===== src/rtl/fgyrus_pcm_rdr.sv =====
`default_nettype none
// ============================================================================
// Module   : fgyrus_pcm_rdr
// Purpose  : Sweeps the acortex->fgyrus PCM capture buffer on each bank-ready
//            pulse and streams the samples out as an interleaved L/R
//            valid/ready stream. Counts overruns (bank ready while busy).
// Revision : 1.0  initial release
// ============================================================================
module fgyrus_pcm_rdr #(
  parameter int NUM_SAMPLES  = 128,
  parameter int MEM_RD_DELAY = 2,
  parameter int FIFO_DEPTH   = 8,
  parameter int MEM_ADDR_W   = $clog2(NUM_SAMPLES) + 1,
  parameter int IDX_W        = $clog2(NUM_SAMPLES)
) (
  input  logic                  fgyrus_clk,
  input  logic                  fgyrus_rst_n,
  input  logic                  rdr_en,
  input  logic                  acortex2fgyrus_pcm_rdy,
  output logic [MEM_ADDR_W-1:0] fgyrus2acortex_addr,
  input  logic [31:0]           acortex2fgyrus_pcm_data,
  output logic                  pcm_valid,
  input  logic                  pcm_ready,
  output logic [31:0]           pcm_data,
  output logic                  pcm_chnl,
  output logic [IDX_W-1:0]      pcm_idx,
  output logic                  pcm_sof,
  output logic                  pcm_eof,
  output logic                  sweep_busy,
  output logic                  sweep_done,
  output logic [7:0]            ovrn_cnt,
  input  logic                  ovrn_clr
);

  localparam int PTR_W  = $clog2(FIFO_DEPTH);
  localparam int CNT_W  = PTR_W + 2;
  localparam int TAG_W  = IDX_W + 3;              // {eof, sof, chnl, idx}
  localparam int ENT_W  = TAG_W + 32;
  localparam int PIPE_N = MEM_RD_DELAY + 1;       // address stage + read latency
  localparam logic [MEM_ADDR_W-1:0] LAST_W = MEM_ADDR_W'(2 * NUM_SAMPLES - 1);

  localparam logic [1:0] ST_IDLE  = 2'd0;
  localparam logic [1:0] ST_SWEEP = 2'd1;
  localparam logic [1:0] ST_DRAIN = 2'd2;

  logic [1:0]            state_q, state_d;
  logic [MEM_ADDR_W-1:0] w_q, w_d;
  logic [MEM_ADDR_W-1:0] addr_q, addr_d;
  logic [PIPE_N-1:0]     pipe_vld_q, pipe_vld_d;
  logic [TAG_W-1:0]      pipe_tag_q [PIPE_N];
  logic [TAG_W-1:0]      pipe_tag_d [PIPE_N];
  logic [ENT_W-1:0]      fifo_mem_q [FIFO_DEPTH];
  logic [ENT_W-1:0]      fifo_mem_d [FIFO_DEPTH];
  logic [PTR_W-1:0]      wr_ptr_q, wr_ptr_d, rd_ptr_q, rd_ptr_d;
  logic [CNT_W-1:0]      fifo_cnt_q, fifo_cnt_d;
  logic [7:0]            ovrn_cnt_q, ovrn_cnt_d;

  logic [CNT_W-1:0]      inflight;
  logic                  start, issue, wr_en, pop, drain_done;
  logic [MEM_ADDR_W-1:0] w_issue;
  logic [IDX_W-1:0]      iss_idx;
  logic                  iss_chnl;
  logic [ENT_W-1:0]      head;

  // Count reads issued whose data has not yet landed in the FIFO.
  always_comb begin
    inflight = '0;
    for (int i = 0; i < PIPE_N; i++) begin
      inflight = inflight + CNT_W'(pipe_vld_q[i]);
    end
  end

  // Issue control: word 0 goes out in the same cycle the pulse is seen so the
  // address appears one cycle later; later words are credit-throttled.
  always_comb begin
    start      = (state_q == ST_IDLE) && acortex2fgyrus_pcm_rdy && rdr_en;
    issue      = start || ((state_q == ST_SWEEP) &&
                           ((fifo_cnt_q + inflight) < CNT_W'(FIFO_DEPTH)));
    w_issue    = start ? '0 : w_q;
    iss_chnl   = w_issue[0];
    iss_idx    = w_issue[MEM_ADDR_W-1:1];
    wr_en      = pipe_vld_q[PIPE_N-1];
    pop        = pcm_valid && pcm_ready;
    drain_done = (state_q == ST_DRAIN) && (inflight == '0) && (fifo_cnt_q == '0);
  end

  // Sweep FSM, word counter and read address.
  always_comb begin
    state_d = state_q;
    w_d     = w_q;
    addr_d  = addr_q;
    case (state_q)
      ST_IDLE, ST_SWEEP: begin
        if (issue) begin
          addr_d  = iss_chnl ? (MEM_ADDR_W'(NUM_SAMPLES) + {1'b0, iss_idx})
                             : {1'b0, iss_idx};
          w_d     = w_issue + MEM_ADDR_W'(1);
          state_d = (w_issue == LAST_W) ? ST_DRAIN : ST_SWEEP;
        end
      end
      ST_DRAIN: begin
        if (drain_done) state_d = ST_IDLE;
      end
      default: state_d = ST_IDLE;
    endcase
  end

  // Tag shift register that tracks each read until its data returns.
  always_comb begin
    pipe_vld_d    = {pipe_vld_q[PIPE_N-2:0], issue};
    pipe_tag_d[0] = {(w_issue == LAST_W), (w_issue == '0), iss_chnl, iss_idx};
    for (int i = 1; i < PIPE_N; i++) begin
      pipe_tag_d[i] = pipe_tag_q[i-1];
    end
  end

  // Skid FIFO bookkeeping; credits guarantee it never overflows.
  always_comb begin
    fifo_mem_d = fifo_mem_q;
    if (wr_en) fifo_mem_d[wr_ptr_q] = {pipe_tag_q[PIPE_N-1], acortex2fgyrus_pcm_data};
    wr_ptr_d   = wr_ptr_q + PTR_W'(wr_en);
    rd_ptr_d   = rd_ptr_q + PTR_W'(pop);
    fifo_cnt_d = fifo_cnt_q + CNT_W'(wr_en) - CNT_W'(pop);
  end

  // Saturating overrun counter; clear has priority over an increment.
  always_comb begin
    ovrn_cnt_d = ovrn_cnt_q;
    if (ovrn_clr) begin
      ovrn_cnt_d = '0;
    end else if (acortex2fgyrus_pcm_rdy && (state_q != ST_IDLE) && (ovrn_cnt_q != 8'hFF)) begin
      ovrn_cnt_d = ovrn_cnt_q + 8'd1;
    end
  end

  // Control state with asynchronous reset; a reset mid-sweep simply aborts.
  always_ff @(posedge fgyrus_clk or negedge fgyrus_rst_n) begin
    if (!fgyrus_rst_n) begin
      state_q    <= ST_IDLE;
      w_q        <= '0;
      addr_q     <= '0;
      pipe_vld_q <= '0;
      wr_ptr_q   <= '0;
      rd_ptr_q   <= '0;
      fifo_cnt_q <= '0;
      ovrn_cnt_q <= '0;
    end else begin
      state_q    <= state_d;
      w_q        <= w_d;
      addr_q     <= addr_d;
      pipe_vld_q <= pipe_vld_d;
      wr_ptr_q   <= wr_ptr_d;
      rd_ptr_q   <= rd_ptr_d;
      fifo_cnt_q <= fifo_cnt_d;
      ovrn_cnt_q <= ovrn_cnt_d;
    end
  end

  // Datapath storage; qualified by the valid bits so it needs no reset.
  always_ff @(posedge fgyrus_clk) begin
    pipe_tag_q <= pipe_tag_d;
    fifo_mem_q <= fifo_mem_d;
  end

  // FIFO head drives the stream; payload forced to zero when nothing is valid.
  always_comb begin
    head      = fifo_mem_q[rd_ptr_q];
    pcm_valid = (fifo_cnt_q != '0);
    pcm_data  = pcm_valid ? head[31:0] : '0;
    pcm_idx   = pcm_valid ? head[32 +: IDX_W] : '0;
    pcm_chnl  = pcm_valid && head[32 + IDX_W];
    pcm_sof   = pcm_valid && head[33 + IDX_W];
    pcm_eof   = pcm_valid && head[34 + IDX_W];
  end

  assign fgyrus2acortex_addr = addr_q;
  assign sweep_busy          = (state_q != ST_IDLE);
  assign sweep_done          = drain_done;
  assign ovrn_cnt            = ovrn_cnt_q;

endmodule
`default_nettype wire


===== config.mk =====
export PLATFORM = sky130hd
export DESIGN_NAME = fgyrus_pcm_rdr
export DESIGN_NICKNAME = d
export VERILOG_FILES = /design/src/rtl/fgyrus_pcm_rdr.sv
export SDC_FILE = /design/constraint.sdc
export NUM_CORES = 1
export LEC_CHECK = 0
export ABC_AREA = 1
export CAP_MARGIN = 40
export CORE_ASPECT_RATIO = 0.9
export CORE_MARGIN = 1.5
export CORE_UTILIZATION = 60
export DETAILED_ROUTE_END_ITERATION = 12
export GPL_TIMING_DRIVEN = 0
export PLACE_DENSITY = 0.8
export SYNTH_ARGS = -nofsm -noshare
export SYNTH_HDL_FRONTEND = slang
export SYNTH_SLANG_ARGS = --single-unit

===== constraint.sdc =====
create_clock -name fgyrus_clk -period 6.5 [get_ports fgyrus_clk]
set_clock_uncertainty 0.05 [all_clocks]
set_input_delay 1.3 -clock fgyrus_clk [delete_from_list [all_inputs] [get_ports fgyrus_clk]]
set_output_delay 1.3 -clock fgyrus_clk [all_outputs]
set_load 0.02 [all_outputs]

# After elaboration in Yosys (flattened, before gate mapping)
# Cells that the tools add are included.
# word_totals
in_bits	38
word_cells	80
ff_bits	406
output_inout_bits	61
# op_classes
mux	16
order_cmp	4
eq_ne	6
bitwise_logic	2
n_addsub	10
reduce_logical	23
# ops
cell	n
$bwmux 336	1
$bmux 42 s3	1
$demux 42 s3	1
$mux 42	3
$mux 32	1
$mux 8	4
$add 8x1->8 const B	2
$logic_and 1x1->1	12
$logic_not 5->1	2
$add 8x7->8 const A	1
$eq 8x8->1 const B	1
$ge 4x4->1 const B	2
$logic_not 8->1	1
$ne 8x8->1 const B	1
$not 3->4	2
$mux 7	1
$add 3x1->3	2
$mux 2	3
$add 5x1->5	1
$add 5x3->5	1
$lt 5x4->1 const B	1
$reduce_bool 5->1	1
$sub 5x1->5	1
$lt 4x1->1 const B	1
other kinds (11)	14

# Longest topological paths before layout
# depth
ltp_word	8
ltp_mapped	15
depth_no_buf	14

# Worst setup path after synthesis
# OpenSTA, ideal clock, no wires.
# synth_timing
path_type	flip-flop to output port
start	register pipe_vld_q[0]
end	output sweep_done
slack_ns	3.274
t_arrival_ns	1.876
n_path_buf	0
stages_incl_launch_ff	4
cell_sequence	dfrtp_1 > fa_1 > or2_2 > nor4_1
# synth_via
elab_chain_cells	5
# synth_rtl
element	line_no	source
start: declaration	49	logic [PIPE_N-1:0] pipe_vld_q, pipe_vld_d;
start signal: assignment	151	pipe_vld_q <= pipe_vld_d;
$add 1x1->2	69	inflight = inflight + CNT_W'(pipe_vld_q[i]);
$add 2x1->3	69	
$logic_not 5->1	84	drain_done = (state_q == ST_DRAIN) && (inflight == '0) && (fifo_cnt_q == '0);
$logic_and 1x1->1 (2 in series)	84	
end: declaration	30	output logic sweep_done,
# Every way passes these cells.

# Worst setup path after layout
# layout_timing
start	register fifo_cnt_q[2]
end	output pcm_data[29]
# layout_via
elab_chain_cells	2
# layout_rtl
element	line_no	source
start: declaration	55	logic [CNT_W-1:0] fifo_cnt_q, fifo_cnt_d;
start signal: assignment	154	fifo_cnt_q <= fifo_cnt_d;
$reduce_bool 5->1	168	pcm_valid = (fifo_cnt_q != '0);
$mux 32	169	pcm_data = pcm_valid ? head[31:0] : '0;
end: declaration	24	output logic [31:0] pcm_data,
# Every way passes these cells.

==> flow_summary.ini <==
[run_status]
status = complete, no violations

[sta]
fin_crit_ns = 4.77
slew_headroom_pct = 40.4
setup_viol = 0
hold_violations = 0
slew_viol_final = 0
max_freq_mhz = 210
max_slew.worst_pin.slew_ns = 0.892
hold_ws_ns = 0.271
rsz0062_at_grt = false
fin_setup_tns_ns = 0
post-route-period-util_pct = 73.4

[final_layout]
final_area_sq_um = 19100
diodes = 0
drive_gt1_share_pct = 9.05
seq_area_sq_um = 11700
multiInputGateArea_sq_um = 3860
nNetsFinal = 1504
area_delta_synth_final_pct = 19.2
layoutNonFillerInstCount = 1828
final.fill_count = 1609

[floorplanning]
die_area_sq_um = 27700
ioPinCount = 99
initial_core_util_pct = 61.4
coreArea_sq_um = 26100
die_height_um = 158
rows = 56
die_x_um = 175

[worst_setup_path]
cp.arrival_ns = 3.42
worstPathRequired_ns = 5.15
cp_max_fo = 10
worstSetupPathType = reg -> out
cp-start-kind = register
rrSetupSlack_ns = 2.80
end_kind = primary output

[power_and_ir_drop]
netSwitchingFraction_pct = 37.6
clkPwrFrac_pct = 24.2
power.internal_w = 0.00585
power.density_nw_per_um2 = 490
peakVddDrop_mv = 0.321
pwr-share-seq_pct = 36.0
p_leak_nw = 6.92
comb_power_share_pct = 39.8
p_switching_w = 0.00352

[routing]
dr.pass1.iters = 6
ant_nets = 0
wl_per_cell_um = 21.3
wl_met2_um = 18800
first_iter_violations = 1347
wl_um = 38900
avgViaCountPerCell = 6.02
met1_length_um = 15300
vias = 11000
wl_met3_um = 3510
drc = 0
topRoutingLayerUsed = met4

[grt]
gr-total-overflow = 0
grtUsageTotal_pct = 28.5
grt_pass1_wl_um = 59400
antenna_found_initial = 0
grt_max_degree = 25
grt_pass1_vias = 10900

[clock_network]
postCtsResizedCells = 0
postCtsHoldBufs = 0
htreeDepth = 2
cts_root_buffer = clkbuf_16
clock_latency_ns = 0.53
post-cts-setup-buffers = 0
tritoncts = done
cts.sinks = 406
cts_made_buffers = 40
clkTransAtPathRegs_ns = 0.06
cts_max_path_buffers = 3

[synthesis]
postSynthCellCount = 1296
synth.distinct_cells = 36
ys_ff_latch = 406
yosysWarnings = 0
synth-edff-count = 336
syn_area_sq_um = 16000
ys_seq_area_share_pct = 72.9
mappedNetlistNets = 1351
synthArstFlopShare_pct = 9.85
ys.flop_type = edfxtp_1
avgSynthCellArea_sq_um = 12.4

[placed_design]
hpwl_um = 23800
place_area_sq_um = 17800
dp.cells = 1755
io_buffers = 98
place.gp.congestion = 0.805

[worst_hold_path]
hold_class = reg -> reg

[job]
cap_violations = 0
cells by family after synthesis:
group                    Yosys count  synth area share [%]
AND/OR/NAND/NOR                  477                  11.8
flip-flops                       406                  72.9
AO/OA/AOI/OAI                    267                  9.71
buffers and inverters            115                  3.40
XOR/XNOR                          14                 0.765
adder cells (fa/ha/maj)           17                  1.42
per-stage QoR:
| step | util (%) | power, W | worst slack [ns] |
|---|---|---|---|
| 2_1_floorplan | - | 0.00555 | 3.27 |
| 3_3_place_gp | 66.8 | 0.00686 | 1.97 |
| 3_5_place_dp | 68.2 | 0.00705 | 2.41 |
| 4_1_cts | 73.2 | 0.00934 | 1.80 |
| 5_1_grt | 73.2 | 0.00980 | 1.59 |
| 6_report | 73.2 | 0.00937 | 1.73 |
cell type report:
type	count	share of cell area, %
multi-input cells	775	20.2
flip-flops and latches	406	61.1
plain buffers	73	2.03
inverters	42	0.825
repair buffers	111	6.74
clock buffers	54	5.95
clock inverters	19	0.844
well taps	348	2.28
worst max-delay path: stages (launching register included):
cell and delay (ns):
dfrtp_1 0.44, inv_1 0.09, ha_1 0.19, nand4_1 0.47
clkbuf_1 0.48, o21ai_0 0.25, nor2_1 0.30, clkdlybuf4s50_1 0.66
power by group through the flow:
| stage | Sequential, W | Clock [W] | Combinational (W) |
|---|---|---|---|
| 2_1_floorplan | 0.00341 | 0 | 0.00214 |
| 3_3_place_gp | 0.00343 | 0 | 0.00342 |
| 3_5_place_dp | 0.00342 | 0 | 0.00363 |
| 4_1_cts | 0.00337 | 0.00228 | 0.00369 |
| 5_1_grt | 0.00340 | 0.00237 | 0.00403 |
| 6_report | 0.00337 | 0.00227 | 0.00373 |
final timing paths:
kind / from / end / cells past startpoint
worst max-delay path: fifo_cnt_q[2] / pcm_data[29] / 7
worst min-delay path: pipe_tag_d[3] / pipe_tag_q[3] / 0
worst max register to register: fifo_cnt_q[2] / fifo_cnt_q[4] / 13
worst min register to register: pipe_tag_d[3] / pipe_tag_q[3] / 0
max in group asynchronous: fgyrus_rst_n / fgyrus2acortex_addr[4] / 2
min in group asynchronous: fgyrus_rst_n / rd_ptr_q[1] / 1
registers in the layout, summed over array words and instances (netlist names):
| register | flops |
|---|---|
| pipe_tag_q | 10 |
| w_q | 8 |
| wr_ptr_q | 3 |
| fifo_mem_q | 336 |
| state_q | 2 |
| fgyrus2acortex_addr | 8 |
| rd_ptr_q | 3 |
| pipe_tag_d | 20 |
| pipe_vld_q | 3 |
| ovrn_cnt | 8 |
| fifo_cnt_q | 5 |
cell usage after synthesis, types with 3 or more instances:
cell	number	share of area, %
nand4_1	4	0.16
dfxtp_1	30	3.7
nand3_1	28	0.87
nor2_1	356	8.3
dfrtp_1	40	6.2
a21oi_1	5	0.16
ha_1	15	1.2
o32ai_1	36	2.0
o21ai_0	195	6.1
o32ai_2	6	0.61
buf_2	19	0.59
nand2_2	3	0.12
o31ai_1	3	0.14
clkbuf_1	37	0.87
buf_6	5	0.35
xor2_1	11	0.60
o21ai_1	21	0.66
buf_4	8	0.37
xnor2_1	3	0.16
edfxtp_1	336	63
nand2_1	73	1.7
inv_1	40	0.94
per-layer routing:
metal  vias up  track usage [%]
met4         0             11.7
met3       107             4.49
met5         -                0
met2       653             48.5
li1       4887                -
met1      5349             37.2
cells in the final DEF (no fill, tap or decap), drive strengths merged:
| master | instances |
|---|---|
| fa | 2 |
| clkbuf | 91 |
| or2 | 2 |
| a21oi | 5 |
| bufinv | 2 |
| clkinvlp | 3 |
| xor2 | 11 |
| nand4 | 4 |
| nor3 | 1 |
| edfxtp | 336 |
| buf | 50 |
| nor2 | 359 |
| nand3 | 28 |
| nand3b | 1 |
| clkinv | 14 |
| o21ai | 217 |
| ha | 15 |
| clkdlybuf4s50 | 97 |
| nand2 | 78 |
| inv | 42 |
| o31ai | 3 |
| xnor2 | 3 |
| dfrtp | 40 |
| nor3b | 1 |
| nor4 | 2 |
| dfxtp | 30 |
| and2 | 1 |
| o32ai | 42 |
(Power assumes the default switching activity.)
